`src/rtl/dir_lectura_seq.sv`:
```
// Read-side address sequencer: walks N_DIR bus addresses from BASE_DIR, issues one
// req/ack read per address and captures each returned byte into its own slot.
module dir_lectura_seq #(
    parameter int          N_DIR       = 7,
    parameter logic [7:0]  BASE_DIR    = 8'h21,
    parameter int          DATA_W      = 8,
    parameter int          TIMEOUT_CYC = 255
) (
    input  logic                      clk,
    input  logic                      reset,
    input  logic                      start,
    output logic                      rd_req,
    output logic [7:0]                rd_dir,
    input  logic                      rd_ack,
    input  logic [DATA_W-1:0]         rd_data,
    output logic [N_DIR*DATA_W-1:0]   dat_out,
    output logic [N_DIR-1:0]          cur_onehot,
    output logic                      busy,
    output logic                      done,
    output logic                      err
);

    localparam int IW = (N_DIR > 1) ? $clog2(N_DIR) : 1;
    localparam int TW = $clog2(TIMEOUT_CYC + 1);
    localparam logic [IW-1:0] LAST_IDX = IW'(N_DIR - 1);
    localparam logic [TW-1:0] LAST_T   = TW'(TIMEOUT_CYC - 1);

    typedef enum logic [1:0] {IDLE, REQ, GAP, DONE} state_t;

    state_t          state;
    logic [IW-1:0]   idx;
    logic [TW-1:0]   tcnt;

    always_ff @(posedge clk or negedge reset) begin
        if (!reset) begin
            state   <= IDLE;
            idx     <= '0;
            tcnt    <= '0;
            rd_req  <= 1'b0;
            rd_dir  <= '0;
            dat_out <= '0;
            busy    <= 1'b0;
            done    <= 1'b0;
            err     <= 1'b0;
        end else begin
            done <= 1'b0;
            case (state)
                IDLE: begin
                    if (start) begin
                        state  <= REQ;
                        busy   <= 1'b1;
                        idx    <= '0;
                        err    <= 1'b0;
                        tcnt   <= '0;
                        rd_req <= 1'b1;
                        rd_dir <= BASE_DIR;
                    end
                end
                REQ: begin
                    // An ack on the same edge as the timeout still completes the read.
                    if (rd_ack) begin
                        dat_out[idx*DATA_W +: DATA_W] <= rd_data;
                        rd_req <= 1'b0;
                        if (idx == LAST_IDX) begin
                            state <= DONE;
                            done  <= 1'b1;
                        end else begin
                            idx   <= idx + IW'(1);
                            state <= GAP;
                        end
                    end else if (tcnt == LAST_T) begin
                        err    <= 1'b1;
                        rd_req <= 1'b0;
                        state  <= DONE;
                        done   <= 1'b1;
                    end else begin
                        tcnt <= tcnt + TW'(1);
                    end
                end
                GAP: begin
                    tcnt   <= '0;
                    rd_req <= 1'b1;
                    rd_dir <= BASE_DIR + 8'(idx);
                    state  <= REQ;
                end
                DONE: begin
                    busy  <= 1'b0;
                    state <= IDLE;
                end
                default: state <= IDLE;
            endcase
        end
    end

    assign cur_onehot = busy ? (N_DIR'(1) << idx) : '0;

endmodule

```
`config.mk`:
```
export PLATFORM = sky130hd
export DESIGN_NAME = dir_lectura_seq
export DESIGN_NICKNAME = d
export VERILOG_FILES = /design/src/rtl/dir_lectura_seq.sv
export SDC_FILE = /design/constraint.sdc
export NUM_CORES = 1
export LEC_CHECK = 0
export CORE_MARGIN = 4
export CORE_UTILIZATION = 40
export DETAILED_ROUTE_END_ITERATION = 10
export PLACE_DENSITY = 0.76
export SETUP_SLACK_MARGIN = 0.5
export SYNTH_ARGS = -nofsm -noshare
export SYNTH_HDL_FRONTEND = slang
export SYNTH_SLANG_ARGS = --single-unit
```
`constraint.sdc`:
```
create_clock -name clk -period 6.9 [get_ports clk]
set_input_delay 2.07 -clock clk [delete_from_list [all_inputs] [get_ports clk]]
set_output_delay 2.07 -clock clk [all_outputs]
set_load 0.005 [all_outputs]
```
Yosys cells after proc, flatten, opt, wreduce, memory -nomap -nowiden
Index checks and enable logic that the tools add are counted.

operators by class
  add/subtract/negate cells = 4
  eq/ne operators = 12
  shifts and indexed selects = 3
  multiplexer cells = 30
  reduce and logical (&&, ||, !) cells = 13

operator list
  cell                                                   count
  bitwise mux 56 bit                                     1
  variable shift 8 x 34 -> 56 bit, first input constant  1
  variable part select 8 x 34 -> 56 bit                  1
  negation 6 -> 34 bit                                   1
  two-way mux 8 bit                                      4
  one-hot mux 8 bit (3 select lines)                     1
  one-hot mux 8 bit (2 select lines)                     1
  != test 2 bit, second input constant                   6
  AND reduction 4 bit                                    3
  two-way mux 1 bit                                      11
  two-way mux 3 bit                                      3
  adder 8 x 1 -> 8 bit, second input constant            1
  == test 8 bit, second input constant                   1
  one-hot mux 2 bit (4 select lines)                     1
  AND reduction 2 bit                                    4
  adder 6 x 3 -> 7 bit, first input constant             1
  two-way mux 7 bit                                      1
  left shift 1 x 3 -> 7 bit, first input constant        1
  two-way mux 2 bit                                      3
  one-hot mux 3 bit (2 select lines)                     1
  nonzero test 2 bit                                     3
  == test 2 bit, second input constant                   2
  one-hot mux 1 bit (2 select lines)                     2
  adder 3 x 1 -> 3 bit, second input constant            1
  7 further kinds                                        7

word-level totals
  bits in registers = 81
  bits of input ports = 12
  output and inout bits = 75
  word-level logic and storage cells = 71

Depth between registers and ports, before layout
Gate-level depths: netlist of run 1.

  depth in word-level cells = 4
  mapped depth = 8
  depth with buffers taken out = 6

Least setup slack after synthesis of run 1
OpenSTA, ideal clock, no wires.

  kind = in2reg
  start point = input rd_ack
  end point = register dat_out[32]
  library setup time = 125 ps
  arrival time = 3350 ps
  data required time = 6775 ps
  slack = 3425 ps
  stages = 4
  buffers on the path = 1
  cell sequence = clkbuf_1 nand3b_1 nor4_4 mux2_2

between the ends
  cells in the longest elaborated chain, start to end = 1

RTL lines
  what                           line  text
  start, declared                14    input logic rd_ack,
  AND reduction 2 bit (no line)  --
  end signal, assigned by index  62    dat_out[idx*DATA_W +: DATA_W] <= rd_data;
  end, declared                  16    output logic [N_DIR*DATA_W-1:0] dat_out,

Every way passes these cells.
A chain may end at the register's enable or synchronous reset.

Worst setup path after layout of run 1
  start point = register idx[0]
  end point = output cur_onehot[0]

between the ends
  cells in the longest elaborated chain, start to end = 2

RTL lines
  what                       line  text
  start, declared            31    logic [IW-1:0] idx;
  start signal, assigned     68    idx <= idx + IW'(1);
  left shift 1 x 3 -> 7 bit  95    assign cur_onehot = busy ? (N_DIR'(1) << idx) : '0;
  two-way mux 7 bit          95
  end, declared              17    output logic [N_DIR-1:0] cur_onehot,

Every way passes these cells.

==> qor.txt, run 1 <==
Status -> finished clean
Top FF cell, synth -> dfrtp_1
Fill cells -> 759
Post-DP Area -> 0.004543 mm^2
Worst hold path class -> reg -> reg
Nets -> 404
Startpoint Class -> flop
IO Pins -> 87
Die Y-Extent -> 103.5 um
Initial antenna violation count -> 0
Sequential cell area -> 0.001952 mm^2
Met2 GRT Util -> 24.67%
Final worst-path cycle share -> 62.57%
Achievable Freq -> 231.6 MHz
Post-route design area -> 0.004766 mm^2
Hold path startpoint -> rd_dir[5]
Worst path required time -> 4.83 ns
Busiest grt layer -> met2
Die width -> 103.5 um
Mapped cell area -> 0.003650 mm^2
Layout cell share with drive strength beyond 1 -> 16.02%
Cell variety after synth -> 45
Gpl congestion -> 0.7596
Pin count of the biggest net entering global routing -> 79
Seq/Total Area, Yosys -> 53.48%
Final Hold Viols -> 0
R2R setup slack -> 3.81 ns
Total grt overflow -> 0
WL/cell -> 16.75 um
First-pass GRT wire length -> 14050 um
CTS tree -> yes
Met3 GRT Util -> 5.410%
Area growth syn-to-layout -> 30.58%
Vias -> 2540
FF-to-FF Start -> idx[0]
Die area -> 0.01072 mm^2
WS Path Type -> reg -> out
Fin. max-slew vios -> 0
Seq cells post-synth -> 78
GRT Resource Usage Total -> 16.21%
Slew @ Worst Pin -> 0.9574 ns
Peak supply drop -> 0.0001394 V
DRT iter0 DRCs -> 108
H-Tree Level Count -> 3
PwrDens -> 386.1 mW/mm^2
First-pass DRT Iterations -> 6
Final setup fails -> 0
Clock Path Buffers -> 2
CTS sink cnt -> 78
FF-to-FF End -> dat_out[3]
ANT nets after route -> 0
Vias per cell -> 5.131
Final core occ -> 54.12%
Core Rows -> 34
I/O Buffers -> 83
Diodes inserted -> 0
Clock transition at the registers of the reported paths -> 0.08 ns
Crit end category -> output pin
Final WL -> 8293 um
HPWL after detailed placement -> 5981 um
Hold path cells -> 1
Vias in the first global route -> 2633
Resized cells post-CTS -> 0
Synth Instances -> 300
DR DRC count -> 0
Leak -> 2.166 nW
Core Area -> 0.008806 mm^2
Reg2reg path depth -> 6
Post-synth EDFFs -> 0
Clk_lat worst skew -> 0.35 ns
CTS Hold Bufs -> 0
Setup TNS Final -> 0 ns
Ys async rst share -> 100.0%
Met1 usage -> 21.97%
Synthesized area per cell -> 12.17 um^2
CTS root buffer -> clkbuf_8
Max-cap viol count -> 0
CTS Buf Count -> 9
Postcts setup bufs -> 0
YS warnings -> 0
Final min period -> 4.317 ns
Crit path DAT -> 2.25 ns
Hold EP -> rd_dir[5]
Initial core utilization -> 41.45%
Fin Clk Skew -> 0.01023 ns
Area of the multi-input gates -> 0.001530 mm^2
Unrepaired setup endpoints after global routing -> false
CP max FO -> 13
Max_slew headroom -> 36.17%
==> kinds of logic (layout without fill, tap and decap cells) <==
group / count (synthesis) / count (layout) / synth area share (%)
simple gates: 80 / 80 / 13.30
other cells: 1 / 3 / 0.1027
buf+inv: 39 / 124 / 4.800
mux: 63 / 63 / 19.47
compound gates: 29 / 29 / 5.417
flops: 78 / 78 / 53.48
fa+ha+maj: 10 / 10 / 3.428
==> registers in the layout, summed over array words and instances, names as in the netlist, 2 cells and up <==
signal and count:
dat_out 56, idx 3, rd_dir 5, state 2, tcnt 8
==> layout make-up <==
class | instances | area share [%]
sequential | 78 | 40.96
multi-input combinational | 185 | 32.11
timing repair buffer | 84 | 17.54
clock buffer | 11 | 2.967
inverter | 24 | 1.890
tap | 108 | 2.835
clock inverter | 5 | 1.706
==> synthesized netlist by cell type (all sizes together), types with 3 or more instances <==
cell type,n,area (um^2)
nor2b,5,31.28
dfrtp,78,1952
nand2b,3,18.77
buf,7,55.05
a31oi,3,18.77
mux2,40,480.5
nand3b,3,22.52
nor2,7,26.28
o21ai,7,35.03
and3,5,31.28
ha,10,125.1
and2,7,43.79
nand4b,4,35.03
nor3,7,50.05
o21bai,3,22.52
mux2i,23,230.2
inv,24,90.09
clkbuf,8,30.03
a21oi,5,25.02
nand2,26,97.59
==> worst max-delay path, stage by stage, from the launching register on <==
cell and delay, ns:
dfrtp_1 0.59, inv_1 0.18, ha_1 0.28, ha_1 0.27, and2_1 0.16, clkdlybuf4s50_1 0.44
==> power breakdown <==
group          switching (W)  internal, W  leakage, nW
logic               0.000308     0.000434         1.09
clock network       0.000168     0.000215        0.110
registers           0.000119     0.000595        0.969
total               0.000596      0.00124         2.17
==> layer usage <==
metal | vias up | wire length [um] | part of all wire (%)
met2 | 61 | 3868 | 47
met1 | 1266 | 3886 | 47
met5 | - | 0 | 0
met3 | 12 | 402 | 4.8
met4 | 0 | 135 | 1.6
li1 | 1201 | - | -
==> cells in the final DEF (no fill, tap or decap), types with 2 or more instances in the layout <==
cell type,instances
clkdlybuf4s50_1,82
dfrtp_1,78
mux2_2,32
nand2_1,26
inv_1,24
mux2i_1,23
ha_1,10
clkbuf_8,10
mux2_4,8
and2_1,7
nor2_1,7
o21ai_0,7
and3_1,5
a21oi_1,5
nor2b_1,5
nor3_1,4
nand4b_1,4
nand2b_1,3
nor3_2,3
nand3b_1,3
o21bai_1,3
a31oi_1,3
conb_1,3
and4_1,2
nor4bb_1,2
and4b_1,2
a211oi_1,2
bufinv_16,2
buf_4,2
==> stage by stage <==
stage / std cells / setup WS (ns) / total power (W) / hold slack (ns)
6_report: 495 / 2.583 / 0.001840 / 0.4847
3_3_place_gp: 479 / 2.504 / 0.001451 / 0.4539
5_1_grt: 495 / 2.452 / 0.001965 / 0.5072
2_1_floorplan: 302 / 3.425 / 0.001073 / 0.4590
4_1_cts: 495 / 2.563 / 0.001863 / 0.4869
3_5_place_dp: 479 / 2.443 / 0.001473 / 0.4570
==> worst max path at each step <==
stage                     slack, ns            end  depth (start not counted)    from
final                          2.58  cur_onehot[0]                          5  idx[0]
after global placement         2.50     dat_out[7]                          4  rd_ack
after detailed placement       2.44     dat_out[7]                          4  rd_ack
after floorplan                3.42    dat_out[32]                          4  rd_ack
after global routing           2.45  cur_onehot[0]                          5  idx[0]
after CTS                      2.56  cur_onehot[0]                          5  idx[0]
Note: power is estimated with default switching activity, not from simulation.
==> inputs of run 2 (changes only) <==
PLACE_DENSITY = 0.78   (was 0.76)
clock period = 3.8 ns   (was 6.9 ns; I/O delays follow)
==> run 2 against run 1 <==
Routed wire length up 4.1%. Utilization up 0.45 points. Worst hold slack worse by 0.0070 ns. Clock skew up 0.00067 ns. Critical path type unchanged. Largest cell class unchanged.
==> qor.txt, run 2 (same netlist as run 1, synthesis figures left out) <==
Worst Setup Slack, final -> 0.6250 ns
FF-to-FF Start -> idx[1]
Internal power -> 0.002260 W
Pin count of the biggest net entering global routing -> 79
Core Rows -> 34
CTS sink cnt -> 78
Crit path DAT -> 2.03 ns
First-pass DRT Iterations -> 4
Clk_lat worst skew -> 0.35 ns
Fin Clk Skew -> 0.01090 ns
Max layer used -> met4
Clock Path Buffers -> 2
Layout cell share with drive strength beyond 1 -> 17.81%
Sequential share of power -> 38.2%
CTS Buf Count -> 9
Fill cells -> 733
CP max FO -> 7
Die width -> 103.5 um
CP peak stage delay -> 0.49 ns
Setup TNS Final -> 0 ns
CTS Hold Bufs -> 0
Comb power frac -> 41.6%
Nets -> 410
Hold path startpoint -> rd_dir[5]
Met2 wire length -> 4208 um
HPWL after detailed placement -> 6133 um
Most frequent cells in the layout -> 82 x clkdlybuf4s50_1, 77 x dfrtp_1, 32 x mux2_2
Hold EP -> rd_dir[5]
Die area -> 0.01072 mm^2
Crit end category -> output pin
Hold path cells -> 1
H-Tree Level Count -> 3
Status -> finished clean
ANT nets after route -> 0
Vias in the first global route -> 2684
Clock power frac -> 20.2%
I/O Buffers -> 83
Post-DP Area -> 0.004573 mm^2
WS Path Type -> reg -> out
Vias -> 2596
Final worst-path cycle share -> 83.55%
Routed length on met1 -> 3826 um
Max-cap viol count -> 0
CTS root buffer -> clkbuf_8
Final setup fails -> 0
Gpl congestion -> 0.7826
IO Pins -> 87
Commonest non-fill, non-tap cell in the layout -> clkdlybuf4s50_1
Slowest cell on the critical path -> clkdlybuf4s50_1
Hold Slack -> 0.4777 ns
Unrepaired setup endpoints after global routing -> false
Total grt overflow -> 0
Vias per cell -> 5.182
FF-to-FF End -> dat_out[2]
Post-route design area -> 0.004806 mm^2
Die Y-Extent -> 103.5 um
PwrDens -> 697.7 mW/mm^2
Met3 WL post-DR -> 446 um
Achievable Freq -> 315.0 MHz
Fin. max-slew vios -> 0
DRT iter0 DRCs -> 114
Slew @ Worst Pin -> 0.9717 ns
Final WL -> 8630 um
CP cell instances -> inv_1, ha_1, ha_2, and2_1, clkdlybuf4s50_1
Area growth syn-to-layout -> 31.68%
Final Hold Viols -> 0
GRT Resource Usage Total -> 16.53%
Leak -> 2.192 nW
First-pass GRT wire length -> 14190 um
Reg with most FFs -> dat_out
Max_slew headroom -> 35.22%
Largest regs -> dat_out (56), tcnt (8), rd_dir (5)
Sw Share -> 32.59%
CTS tree -> yes
Diodes inserted -> 0
R2R setup slack -> 0.98 ns
Initial antenna violation count -> 0
Worst hold path class -> reg -> reg
Reg2reg path depth -> 6
P_sw -> 0.001093 W
Startpoint Class -> flop
Placement Setup Slack -> 0.5841 ns
DR DRC count -> 0
Initial core utilization -> 41.45%
Largest register FFs -> 56
Final min period -> 3.175 ns
Worst path required time -> 2.66 ns
Peak supply drop -> 0.0002708 V
WL/cell -> 17.23 um
Core Area -> 0.008806 mm^2
Clock transition at the registers of the reported paths -> 0.08 ns
-- run 2: how the worst max path moves through the flow --
stage,start,end,slack (ns),cells after the start
4_1_cts,idx[0],cur_onehot[0],0.50,5
3_3_place_gp,rd_ack,dat_out[1],0.58,4
6_report,idx[1],cur_onehot[0],0.63,5
2_1_floorplan,idx[0],dat_out[0],1.00,8
5_1_grt,idx[1],cur_onehot[0],0.54,5
3_5_place_dp,rd_ack,dat_out[4],0.58,4
-- run 2: final cells by class --
type	count	area (um^2)	share of cell area, %
Clock buffer	10	127.6	2.656
Clock inverter	6	86.33	1.796
Inverter	24	90.09	1.875
Multi-Input combinational cell	185	1533	31.89
Sequential cell	78	1953	40.64
Tap cell	108	135.1	2.812
Timing Repair Buffer	90	880.8	18.33
-- run 2: critical path: cells and delay by family (launching register included) --
family        cells  cell delay (ns)
buf+inv           2             0.63
simple gates      1             0.14
flops             1             0.45
fa+ha+maj         2             0.48
-- run 2: metrics by stage --
| step | instances | util [%] | power [W] |
|---|---|---|---|
| 3_3_place_gp | 483 | 51.93 | 0.002627 |
| 4_1_cts | 499 | 54.38 | 0.003362 |
| 2_1_floorplan | 302 | - | 0.001948 |
| 5_1_grt | 501 | 54.58 | 0.003569 |
| 3_5_place_dp | 483 | 51.93 | 0.002676 |
| 6_report | 501 | 54.58 | 0.003353 |
-- run 2: metal layers --
metal  track usage, %  up-vias
met1            21.32     1295
met5                0        -
li1                 -     1212
met3            3.794       12
met2            26.78       77
met4            7.123        0
-- run 2: repair_timing --
action | CTS | global route
pin swaps | 0 | 0
gates resized for setup | 1 | 1
setup endpoints to repair | 2 | 1
buffers inserted | 0 | 2
-- run 2: power groups by stage --
stage	registers [W]	clock network [W]	logic [W]
global route	0.00132	0.000726	0.00152
CTS	0.00129	0.000689	0.00138
detailed placement	0.00131	0	0.00137
floorplan	0.00125	0	0.000694
finish	0.00128	0.000676	0.00140
global placement	0.00130	0	0.00133
